**config.mk**
```make
export PLATFORM = sky130hd
export DESIGN_NAME = clock_ctrl
export DESIGN_NICKNAME = d
export VERILOG_FILES = /design/src/rtl/clock_ctrl.sv
export SDC_FILE = /design/constraint.sdc
export NUM_CORES = 1
export LEC_CHECK = 0
export ABC_AREA = 1
export CORE_MARGIN = 1.5
export CORE_UTILIZATION = 55
export DETAILED_ROUTE_END_ITERATION = 10
export PLACE_DENSITY = 0.76
export SYNTH_ARGS = -nofsm -noshare
export SYNTH_HDL_FRONTEND = slang
export SYNTH_SLANG_ARGS = --single-unit
export TNS_END_PERCENT = 50
```
**constraint.sdc**
```tcl
create_clock -name clk_i -period 4.6 [get_ports clk_i]
set_clock_uncertainty 0.05 [all_clocks]
set_input_delay 0.92 -clock clk_i [delete_from_list [all_inputs] [get_ports clk_i]]
set_output_delay 0.92 -clock clk_i [all_outputs]
set_load 0.02 [all_outputs]
```
**src/rtl/clock_ctrl.sv**
```systemverilog
// clock_ctrl: 1 Hz prescaler, carry routing and time-set mode FSM for the
// seconds/minutes/hours BCD counter chain of the 7-segment clock.
module clock_ctrl #(
    parameter int unsigned CLK_HZ     = 10000,
    parameter int unsigned REPEAT_CYC = 2500
) (
    input  logic       clk_i,
    input  logic       rst_ni,
    input  logic       mode_i,
    input  logic       adj_i,
    input  logic       sec_ovf_i,
    input  logic       min_ovf_i,
    output logic       sec_inc_o,
    output logic       min_inc_o,
    output logic       hr_inc_o,
    output logic       sec_clr_o,
    output logic       tick_o,
    output logic [1:0] state_o,
    output logic       blink_o
);

    localparam int unsigned PW = (CLK_HZ > 1) ? $clog2(CLK_HZ) : 1;
    localparam int unsigned RW = (REPEAT_CYC > 1) ? $clog2(REPEAT_CYC) : 1;

    typedef enum logic [1:0] {
        ST_RUN     = 2'd0,
        ST_SET_HR  = 2'd1,
        ST_SET_MIN = 2'd2
    } state_e;

    state_e          state_q;
    logic [PW-1:0]   presc_q, presc_d;
    logic [RW-1:0]   rep_cnt_q, rep_cnt_d;
    logic            adj_q;
    logic            tick_q;
    logic            sec_clr_q;
    logic            hr_adj_q;
    logic            min_adj_q;
    logic            blink_q;

    logic            leave_set;
    logic            presc_wrap;
    logic            adj_rise;
    logic            rep_hit;
    logic            adj_fire;
    logic            blink_win;

    // Next-state datapath: prescaler, auto-repeat counter, adjust qualifier
    always_comb begin
        leave_set  = 1'b0;
        presc_wrap = 1'b0;
        presc_d    = presc_q;
        adj_rise   = 1'b0;
        rep_hit    = 1'b0;
        rep_cnt_d  = rep_cnt_q;
        adj_fire   = 1'b0;
        blink_win  = 1'b0;

        leave_set  = (state_q == ST_SET_MIN) && mode_i;
        presc_wrap = (presc_q == PW'(CLK_HZ - 1));
        // Leaving set mode restarts the second so the next tick is a full period away
        presc_d    = (leave_set || presc_wrap) ? '0 : presc_q + PW'(1);

        adj_rise   = adj_i && !adj_q;
        rep_hit    = (rep_cnt_q == RW'(REPEAT_CYC - 1));
        if (!adj_i || adj_rise || rep_hit) begin
            rep_cnt_d = '0;
        end else begin
            rep_cnt_d = rep_cnt_q + RW'(1);
        end
        // A mode press in the same cycle takes priority over an adjust step
        adj_fire   = adj_i && !mode_i && (adj_rise || rep_hit);
        blink_win  = (presc_d < PW'(CLK_HZ / 2));
    end

    // Mode FSM and all registered outputs
    always_ff @(posedge clk_i) begin
        if (!rst_ni) begin
            state_q   <= ST_RUN;
            presc_q   <= '0;
            rep_cnt_q <= '0;
            adj_q     <= 1'b0;
            tick_q    <= 1'b0;
            sec_clr_q <= 1'b0;
            hr_adj_q  <= 1'b0;
            min_adj_q <= 1'b0;
            blink_q   <= 1'b0;
        end else begin
            presc_q   <= presc_d;
            rep_cnt_q <= rep_cnt_d;
            adj_q     <= adj_i;
            tick_q    <= presc_wrap && !leave_set;
            sec_clr_q <= 1'b0;
            hr_adj_q  <= 1'b0;
            min_adj_q <= 1'b0;
            blink_q   <= 1'b0;
            case (state_q)
                ST_RUN: begin
                    if (mode_i) begin
                        state_q <= ST_SET_HR;
                        blink_q <= blink_win;
                    end
                end
                ST_SET_HR: begin
                    hr_adj_q <= adj_fire;
                    blink_q  <= blink_win;
                    if (mode_i) begin
                        state_q <= ST_SET_MIN;
                    end
                end
                ST_SET_MIN: begin
                    min_adj_q <= adj_fire;
                    if (mode_i) begin
                        state_q   <= ST_RUN;
                        sec_clr_q <= 1'b1;
                    end else begin
                        blink_q   <= blink_win;
                    end
                end
                default: begin
                    state_q <= ST_RUN;
                end
            endcase
        end
    end

    // Carries pass straight through only while running; set mode uses adjust pulses
    assign sec_inc_o = (state_q == ST_RUN) && tick_q;
    assign min_inc_o = ((state_q == ST_RUN) && sec_ovf_i) || min_adj_q;
    assign hr_inc_o  = ((state_q == ST_RUN) && min_ovf_i) || hr_adj_q;
    assign sec_clr_o = sec_clr_q;
    assign tick_o    = tick_q;
    assign state_o   = state_q;
    assign blink_o   = blink_q;

endmodule
```
==> impl_metrics.yaml <==
cts:
  postCtsHoldBufs: 0
  clock_path_buffers: 2
  cts-root-buf: "clkbuf_4"
  htree_levels: 2
  post_cts_buffers: 0
  numCtsBuffers: 5
  cts_tree: "yes"
  worstSkewPairLatency_ps: 340
  clkTransAtPathRegs_ps: 100
  cts_sinks: 34
  post_cts_resized: 0
die:
  core_area_um2: 2810
  std_cell_rows: 19
  die_w_um: 57.9
  die_area_um2: 3350
  ios: 14
  start_util_pct: 59.1
  die_y_um: 57.9
routing:
  vias_per_cell: 5.14
  vias: 1479
  drt_iter0_drc: 84
  wire_per_inst_um: 10.5
  ant_nets: 0
  routed_wl_um: 3040
  dr.pass1.iters: 6
  drc_errors: 0
setup_path:
  critPathLaunch: "min_ovf_i"
  crit_type: "in -> out"
  cp-start-kind: "input pin"
  rr_startpoint: "presc_q[0]$_SDFF_PP0_"
  worstSetupEndpointType: "output port"
  required_ps: 3630
  cp.arrival_ps: 2070
  crit_fanout: 1
pwr:
  intPower_mw: 0.393
  power_frac_seq_pct: 58.9
  pwr-share-clk_pct: 33.4
  p_leak_nw: 0.745
  pwr-share-comb_pct: 7.7
  vdd_ir_drop_max_uv: 212
  p_switching_mw: 0.128
  p_sw_share_pct: 24.5
  power_density_nw_per_um2: 277
yosys:
  syn-instance-count: 237
  synth_area_leaders: "dfxtp_1, nand2_1, nor2_1"
  synth.yosys.warnings: 0
  synth_nets: 245
  synth_top_area_cell: "dfxtp_1"
  synth_seq_area_share_pct: 41.1
  synth-seq-cells: 34
  syn_area_um2: 1660
  syn_avg_cell_area_um2: 7.00
  synth_cell_types: 28
  yosysTopAreaCellShare_pct: 41.1
final_layout:
  mostFrequentLayoutCells: "nand2_1, nor2_1, dfxtp_1"
  nets: 264
  diodes: 0
  num-fill-cells: 263
  top_register: "presc_q"
  final_area_um2: 1880
  layoutNonFillerInstCount: 288
  area_growth_pct: 13.5
  final_common_cell: "nand2_1"
  largest_register_ff_count: 14
  layout-drive-gt1-share_pct: 8.56
place:
  pre_cts_ws_ps: 1560
  numPortBuffers: 13
  place_area_um2: 1820
  hpwl_um: 2300
  dp_cells: 280
  place_congestion: 0.925
status:
  status: "completed"
sta:
  timing.fmax_ghz: 0.329
  period_needed_ps: 3040
  slew_viol_final: 0
  fin_ws_ps: 1560
  fin_crit_sh_pct: 66.1
  fin_tns_setup_ps: 0
  final-setup-viol-count: 0
  max_slew_margin_pct: 70.2
  tightest_slew_ps: 446
  final-hold-violation-count: 0
  hold_ws_ps: 405
  rsz0062_at_grt: "false"
global_route:
  grt_pass1_vias: 1327
  grt_usage_pct: 21.0
  grt_max_degree: 13
  antenna_found_initial: 0
  overflow: 0
  grt_pass1_wl_um: 5340
run:
  drv_cap: 0
worst_hold_path:
  worstHoldStart: "rep_cnt_q[0]$_SDFF_PP0_"
  min_path_type: "reg -> reg"
[power by group through the flow]
| stage | combinational (mW) | sequential, mW | clock [mW] |
|---|---|---|---|
| 2_1_floorplan | 0.0204 | 0.315 | 0 |
| 3_3_place_gp | 0.0405 | 0.313 | 0 |
| 3_5_place_dp | 0.0405 | 0.313 | 0 |
| 4_1_cts | 0.0406 | 0.306 | 0.179 |
| 5_1_grt | 0.0453 | 0.307 | 0.191 |
| 6_report | 0.0401 | 0.306 | 0.174 |
[per-layer routing]
layer  share of wire [%]  GRT usage [%]
met5                   0              0
met4                 2.4           11.0
met3                 4.4           4.69
met2                  47           34.7
met1                  46           25.5
[per-stage QoR]
stage / utilization [%] / total power, mW
2_1_floorplan: - / 0.336
3_3_place_gp: 64.9 / 0.354
3_5_place_dp: 64.9 / 0.354
4_1_cts: 67.1 / 0.526
5_1_grt: 67.1 / 0.543
6_report: 67.1 / 0.520
[cells by family (layout without fill, tap and decap cells)]
logic type      count (synthesis)  after routing  synth area share, %
fa+ha+maj                       2              2                 1.51
flops                          34             34                 41.1
simple gates                  145            145                 40.4
buf+inv                        33             53                 7.55
compound gates                 18             18                 6.87
xor+xnor                        5              5                 2.64
[worst max-delay path, cell delays in order]
cell and delay [ps]:
clkdlybuf4s50_1 460, a21o_1 100, clkdlybuf4s50_1 590
[cell type report]
class | count | area (um2) | share of cell area (%)
Timing Repair Buffer | 13 | 130 | 6.91
Tap cell | 31 | 38.8 | 2.06
Sequential cell | 34 | 681 | 36.2
Clock inverter | 1 | 5.00 | 0.266
Inverter | 32 | 120 | 6.38
Multi-Input combinational cell | 170 | 852 | 45.3
Clock buffer | 7 | 55.1 | 2.93
[Yosys cell counts]
cell type / instances
a21o_1: 2
o21a_1: 2
o211a_1: 1
nand2_2: 4
ha_1: 2
nor3_1: 7
nor2_4: 2
nand2_4: 1
o21bai_2: 1
dfxtp_1: 34
inv_1: 31
nand3_2: 2
nor2_2: 4
o21ai_1: 3
nand4_1: 8
a21oi_1: 7
a211oi_1: 1
nor3b_1: 4
nand2_1: 48
o21ai_0: 1
inv_2: 1
nor4_1: 1
xor2_1: 3
buf_2: 1
and2_1: 1
xnor2_1: 2
nor2_1: 46
nand3_1: 17
[worst paths after layout]
kind	end	cells past startpoint	slack (ps)
hold / removal	rep_cnt_q[0]$_SDFF_PP0_	1	400
setup / recovery	hr_inc_o	3	1560
hold reg to reg	rep_cnt_q[0]$_SDFF_PP0_	1	400
setup reg to reg	blink_o$_SDFF_PN0_	10	2910
(Power assumes the default switching activity.)
